### src/rtl/trp_wr_buf.sv
// Write buffer between the transpose stage and memory: a FIFO of {addr, data}
// entries drained under mem_wrdy, with job tracking (expected write count, done pulse).
module trp_wr_buf #(
  parameter int AW    = 16,
  parameter int BUFFD = 64,
  parameter int FD    = 8
) (
  input  logic                  clk,
  input  logic                  reset,
  input  logic                  init_pulse,
  input  logic [AW-1:0]         wr_total,
  input  logic [AW-1:0]         waddr,
  input  logic [BUFFD*8-1:0]    wdata,
  input  logic                  wdata_vld,
  output logic [AW-1:0]         mem_waddr,
  output logic [BUFFD*8-1:0]    mem_wdata,
  output logic                  mem_wvld,
  input  logic                  mem_wrdy,
  output logic [$clog2(FD):0]   level,
  output logic                  ovf,
  output logic                  err_unexp,
  output logic                  done
);

  localparam int DW = BUFFD * 8;
  localparam int PW = $clog2(FD);
  localparam int LW = PW + 1;

  typedef enum logic [1:0] {
    ST_IDLE,
    ST_RUN,
    ST_DRAIN,
    ST_DONE
  } state_e;

  typedef struct packed {
    logic [AW-1:0] addr;
    logic [DW-1:0] data;
  } entry_t;

  state_e        state_q, state_d;
  logic [LW-1:0] level_q, level_d;
  logic [PW-1:0] wr_ptr_q, wr_ptr_d;
  logic [PW-1:0] rd_ptr_q, rd_ptr_d;
  logic [AW-1:0] cnt_q, cnt_d;
  logic [AW-1:0] total_q, total_d;
  logic          ovf_q, ovf_d;
  logic          err_q, err_d;

  logic          push;
  logic          pop;
  logic          store;
  logic          full;

  entry_t        mem_q [FD];
  entry_t        head;

  assign full = (level_q == LW'(FD));

  // NOTE: every signal written here gets a default first, so no path can infer a latch.
  always_comb begin
    state_d  = state_q;
    level_d  = level_q;
    wr_ptr_d = wr_ptr_q;
    rd_ptr_d = rd_ptr_q;
    cnt_d    = cnt_q;
    total_d  = total_q;
    ovf_d    = ovf_q;
    err_d    = err_q;
    push     = 1'b0;
    pop      = 1'b0;
    store    = 1'b0;

    if (init_pulse) begin
      // A new job wins over everything else in this cycle, including a write or a pop.
      level_d  = '0;
      wr_ptr_d = '0;
      rd_ptr_d = '0;
      cnt_d    = '0;
      ovf_d    = 1'b0;
      err_d    = 1'b0;
      total_d  = wr_total;
      state_d  = (wr_total == '0) ? ST_DRAIN : ST_RUN;
    end else begin
      pop   = (level_q != '0) && mem_wrdy;
      push  = wdata_vld && (state_q == ST_RUN);
      store = push && (!full || pop);

      if (wdata_vld && (state_q != ST_RUN)) err_d = 1'b1;
      if (push && !store)                   ovf_d = 1'b1;
      if (push)  cnt_d    = cnt_q + AW'(1);
      if (store) wr_ptr_d = wr_ptr_q + PW'(1);
      if (pop)   rd_ptr_d = rd_ptr_q + PW'(1);

      case ({store, pop})
        2'b10:   level_d = level_q + LW'(1);
        2'b01:   level_d = level_q - LW'(1);
        default: level_d = level_q;
      endcase

      // Pushes only happen in ST_RUN, so in ST_DRAIN an empty FIFO means nothing is pending.
      unique case (state_q)
        ST_IDLE:  state_d = ST_IDLE;
        ST_RUN:   if (push && (cnt_d == total_q)) state_d = ST_DRAIN;
        ST_DRAIN: if (level_q == '0) state_d = ST_DONE;
        ST_DONE:  state_d = ST_IDLE;
      endcase
    end
  end

  // NOTE: sequential state uses non-blocking assignments so every flop samples pre-edge values.
  always_ff @(posedge clk) begin
    if (reset) begin
      state_q  <= ST_IDLE;
      level_q  <= '0;
      wr_ptr_q <= '0;
      rd_ptr_q <= '0;
      cnt_q    <= '0;
      total_q  <= '0;
      ovf_q    <= 1'b0;
      err_q    <= 1'b0;
    end else begin
      state_q  <= state_d;
      level_q  <= level_d;
      wr_ptr_q <= wr_ptr_d;
      rd_ptr_q <= rd_ptr_d;
      cnt_q    <= cnt_d;
      total_q  <= total_d;
      ovf_q    <= ovf_d;
      err_q    <= err_d;
    end
  end

  // NOTE: storage is not reset; the head outputs are masked to zero while the FIFO is empty.
  always_ff @(posedge clk) begin
    if (!reset && store) mem_q[wr_ptr_q] <= '{addr: waddr, data: wdata};
  end

  assign head      = mem_q[rd_ptr_q];
  assign mem_wvld  = (level_q != '0);
  assign mem_waddr = mem_wvld ? head.addr : '0;
  assign mem_wdata = mem_wvld ? head.data : '0;
  assign level     = level_q;
  assign ovf       = ovf_q;
  assign err_unexp = err_q;
  assign done      = (state_q == ST_DONE);

endmodule

### config.mk
export PLATFORM = sky130hd
export DESIGN_NAME = trp_wr_buf
export DESIGN_NICKNAME = d
export VERILOG_FILES = /design/src/rtl/trp_wr_buf.sv
export SDC_FILE = /design/constraint.sdc
export NUM_CORES = 2
export LEC_CHECK = 0
export CAP_MARGIN = 20
export CELL_PAD_IN_SITES_DETAIL_PLACEMENT = 1
export CELL_PAD_IN_SITES_GLOBAL_PLACEMENT = 1
export CORE_MARGIN = 2
export CORE_UTILIZATION = 53
export CTS_BUF_LIST = sky130_fd_sc_hd__clkbuf_8
export CTS_CLUSTER_SIZE = 20
export DETAILED_ROUTE_END_ITERATION = 7
export DONT_BUFFER_PORTS = 1
export HOLD_SLACK_MARGIN = 0.12
export PLACE_DENSITY_LB_ADDON = 0.1
export SLEW_MARGIN = 40
export SYNTH_ARGS = -nofsm -noshare
export SYNTH_HDL_FRONTEND = slang
export SYNTH_MEMORY_MAX_BITS = 65536
export SYNTH_SLANG_ARGS = --single-unit
### constraint.sdc
create_clock -name clk -period 51 [get_ports clk]
set_input_delay 10.2 -clock clk [delete_from_list [all_inputs] [get_ports clk]]
set_output_delay 10.2 -clock clk [all_outputs]
set_load 0.02 [all_outputs]
==> reports/qor.yml <==
grt_setup_unrepaired: "no"
syn_inst: 6984
drive_above_1_share_pct: 25.7
r2r-end: "mem_q[4][335]$_DFFE_PP_"
critPathSlowestCell: "buf_4"
nNetsFinal: 8025
fin_cells: 12000
cts_resized: 0
post-cts-setup-buffer-count: 0
maxSlewViolCount: 0
synth_area_um2: 162000
clk_latency_ns: 1.19
rows: 202
clock-sinks: 4273
cp_cell_sequence: "buf_4 -> buf_6 -> buf_6 -> buf_4 -> mux4_2 -> mux2i_1 -> nor2_1"
worstSetupPathType: "reg2out"
ios: 1085
antenna_found_initial: 11
vias: 73100
die_h_um: 557
final_hold_viol_count: 0
yosysUniqueCellTypes: 45
synth_edf_count: 4224
hp-start: "rd_ptr_q[1]$_SDFFE_PP0N_"
crit_fanout: 69
seq_power_share_pct: 58.2
syn_to_final_growth_pct: 11.3
dp_hpwl_um: 233000
syn_nets: 7544
grt_first_pass_wirelength_um: 569000
dpl.cell_count: 10800
required_ns: 40.80
routed_via_density: 6.11
cts_buffers: 680
hold-path-cell-count: 2
skew_ns: 0.0829
hold_buffers: 0
place_congestion: 0.782
p_int_w: 0.00523
die_x_um: 557
fp.dieArea_um2: 310000
final-setup-viol-count: 0
max_slew_margin_pct: 37.0
dr.first_iter.drc_count: 6488
overflow: 0
final.setup.tns_ns: 0
place.port_buffers: 0
dr.pass1.iters: 5
grt_max_degree: 114
path_clk_slew_ns: 0.06
grt_usage_pct: 25.5
avgRoutedWirePerCell_um: 33.0
initial_core_util_pct: 53.4
crit_path_start_kind: "flop"
ys.flop_type: "edfxtp_1"
status: "completed"
switching_share_pct: 21.3
core_area_um2: 303000
wl_um: 395000
power_density_nw_per_um2: 36.9
vdd_ir_drop_max_mv: 0.0331
p_sw_w: 0.00142
combPwrFrac_pct: 1.1
r2r_setup_slack_ns: 44.61
layout_min_cycle_time_ns: 16.32
hp-class: "reg2reg"
cts_buffer_depth: 4
grt_pass1_vias: 79700
crit_path_end_kind: "output pin"
ant_nets: 0
cts_max_level: 6
fin_crit_sh_pct: 32.0
power.leakage_nw: 54.2
avgSynthCellArea_um2: 23.2
drv_cap: 0
clkPwrFrac_pct: 40.6
reg2reg_from: "state_q[1]$_SDFFE_PP0P_"
cts_tree: "built"
worst_pin_slew_ns: 0.918
ys_warn_count: 0
r2r_cells: 12
arrival_ns: 6.12
max_freq_ghz: 0.0613
async_reset_ff_share_pct: 0
drc: 0
root_buffer: "clkbuf_8"
slowest_delay_ns: 0.78
synth_seq_cells: 4273
seq_area_frac_synth_pct: 79.0
==> metal layers <==
layer	global-route usage [%]	routed length, um
met1	33.1	154000
met2	40.3	189000
met3	9.38	40400
met4	7.98	11900
met5	0	0
==> placed cells by master (no fill, tap or decap), drive strengths merged, types with 2 or more instances in the layout <==
cell type / count
edfxtp: 4224
mux4: 1056
clkbuf: 684
nor2: 588
mux2i: 546
inv: 293
clkinv: 224
buf: 160
dfxtp: 49
xnor2: 17
xor2: 17
nand2: 14
nand3: 14
bufinv: 13
a21oi: 11
ha: 10
nor4: 10
o21ai: 7
nand4: 7
nand2b: 6
nor3: 6
diode: 4
clkinvlp: 4
and4: 3
or2: 2
or3: 2
nand3b: 2
and3: 2
and3b: 2
a31oi: 2
==> worst max-delay path by stage <==
stage          slack, ns     start                      end  cells past startpoint
5_1_grt            34.37      flop           mem_wdata[160]                      7
4_1_cts            34.44      flop           mem_wdata[160]                      7
3_3_place_gp       34.39  mem_wrdy  mem_q[4][168]$_DFFE_PP_                     10
3_5_place_dp       34.83  mem_wrdy  mem_q[4][339]$_DFFE_PP_                     10
2_1_floorplan       2.27  mem_wrdy    mem_q[0][0]$_DFFE_PP_                      6
6_report           34.68      flop           mem_wdata[160]                      7
==> per-stage QoR <==
stage	hold slack [ns]	area [um2]	worst slack [ns]	util (%)	total power [W]
after floorplan	0.454	162000	2.27	-	0.00401
after global placement	0.456	167000	34.39	55.0	0.00402
after detailed placement	0.481	167000	34.83	55.2	0.00402
after CTS	0.498	180000	34.44	59.3	0.00671
after global routing	0.526	180000	34.37	59.4	0.00686
final	0.511	180000	34.68	59.4	0.00664
==> worst max-delay path: cells and delay by family (launching register included) <==
kind                   cells  cell delay [ns]
buffers and inverters      4             2.83
multiplexers               2             0.99
flip-flops                 1             0.68
AND/OR/NAND/NOR            1             0.26
==> cell type report <==
| type | instances | area [um2] |
|---|---|---|
| clock buffer | 682 | 9390 |
| clock inverter | 524 | 3080 |
| fill | 24700 | 123000 |
| timing repair buffer | 162 | 2130 |
| multi-input combinational | 2338 | 32600 |
| sequential | 4273 | 128000 |
| antenna | 4 | 10.0 |
| tap | 3978 | 4980 |
| inverter | 10 | 37.5 |
==> synth_stat cells, types with 3 or more instances <==
library cell | n | area share, %
ha_1 | 10 | 0.077
buf_2 | 74 | 0.23
nand2b_1 | 6 | 0.023
nand2_1 | 14 | 0.032
mux2i_1 | 546 | 3.4
nand3_1 | 14 | 0.043
mux4_2 | 1056 | 15
nor4_1 | 8 | 0.031
and4_1 | 3 | 0.016
xor2_1 | 17 | 0.092
edfxtp_1 | 4224 | 78
nor2_1 | 588 | 1.4
inv_1 | 8 | 0.019
clkbuf_1 | 176 | 0.41
buf_1 | 113 | 0.26
dfxtp_1 | 49 | 0.61
nor3_1 | 5 | 0.015
xnor2_1 | 17 | 0.092
o21ai_0 | 7 | 0.022
a21oi_1 | 11 | 0.034
nand4_1 | 6 | 0.023
==> power by group through the flow <==
stage / sequential (W) / combinational, W / clock, W
2_1_floorplan: 0.00395 / 0.0000536 / 0
3_3_place_gp: 0.00394 / 0.0000742 / 0
3_5_place_dp: 0.00394 / 0.0000755 / 0
4_1_cts: 0.00387 / 0.0000757 / 0.00277
5_1_grt: 0.00387 / 0.0000789 / 0.00291
6_report: 0.00387 / 0.0000743 / 0.00270
==> cell families (layout without fill, tap and decap cells) <==
family / after synthesis / after routing / synth area share (%)
xor+xnor: 35 / 35 / 0.198
flops: 4273 / 4273 / 79.0
compound gates: 28 / 28 / 0.107
mux: 1603 / 1603 / 18.1
buf+inv: 373 / 1378 / 0.922
fa+ha+maj: 11 / 11 / 0.0897
simple gates: 661 / 661 / 1.64
other cells: 0 / 4 / 0
==> flip-flops by register name, summed over array words and instances (netlist names), named ones only <==
signal,cells
rd_ptr_q,3
ovf,1
total_q,16
mem_q,4224
level,4
err_unexp,1
state_q,2
cnt_q,16
wr_ptr_q,3
Power figures use the tool's default switching activity.
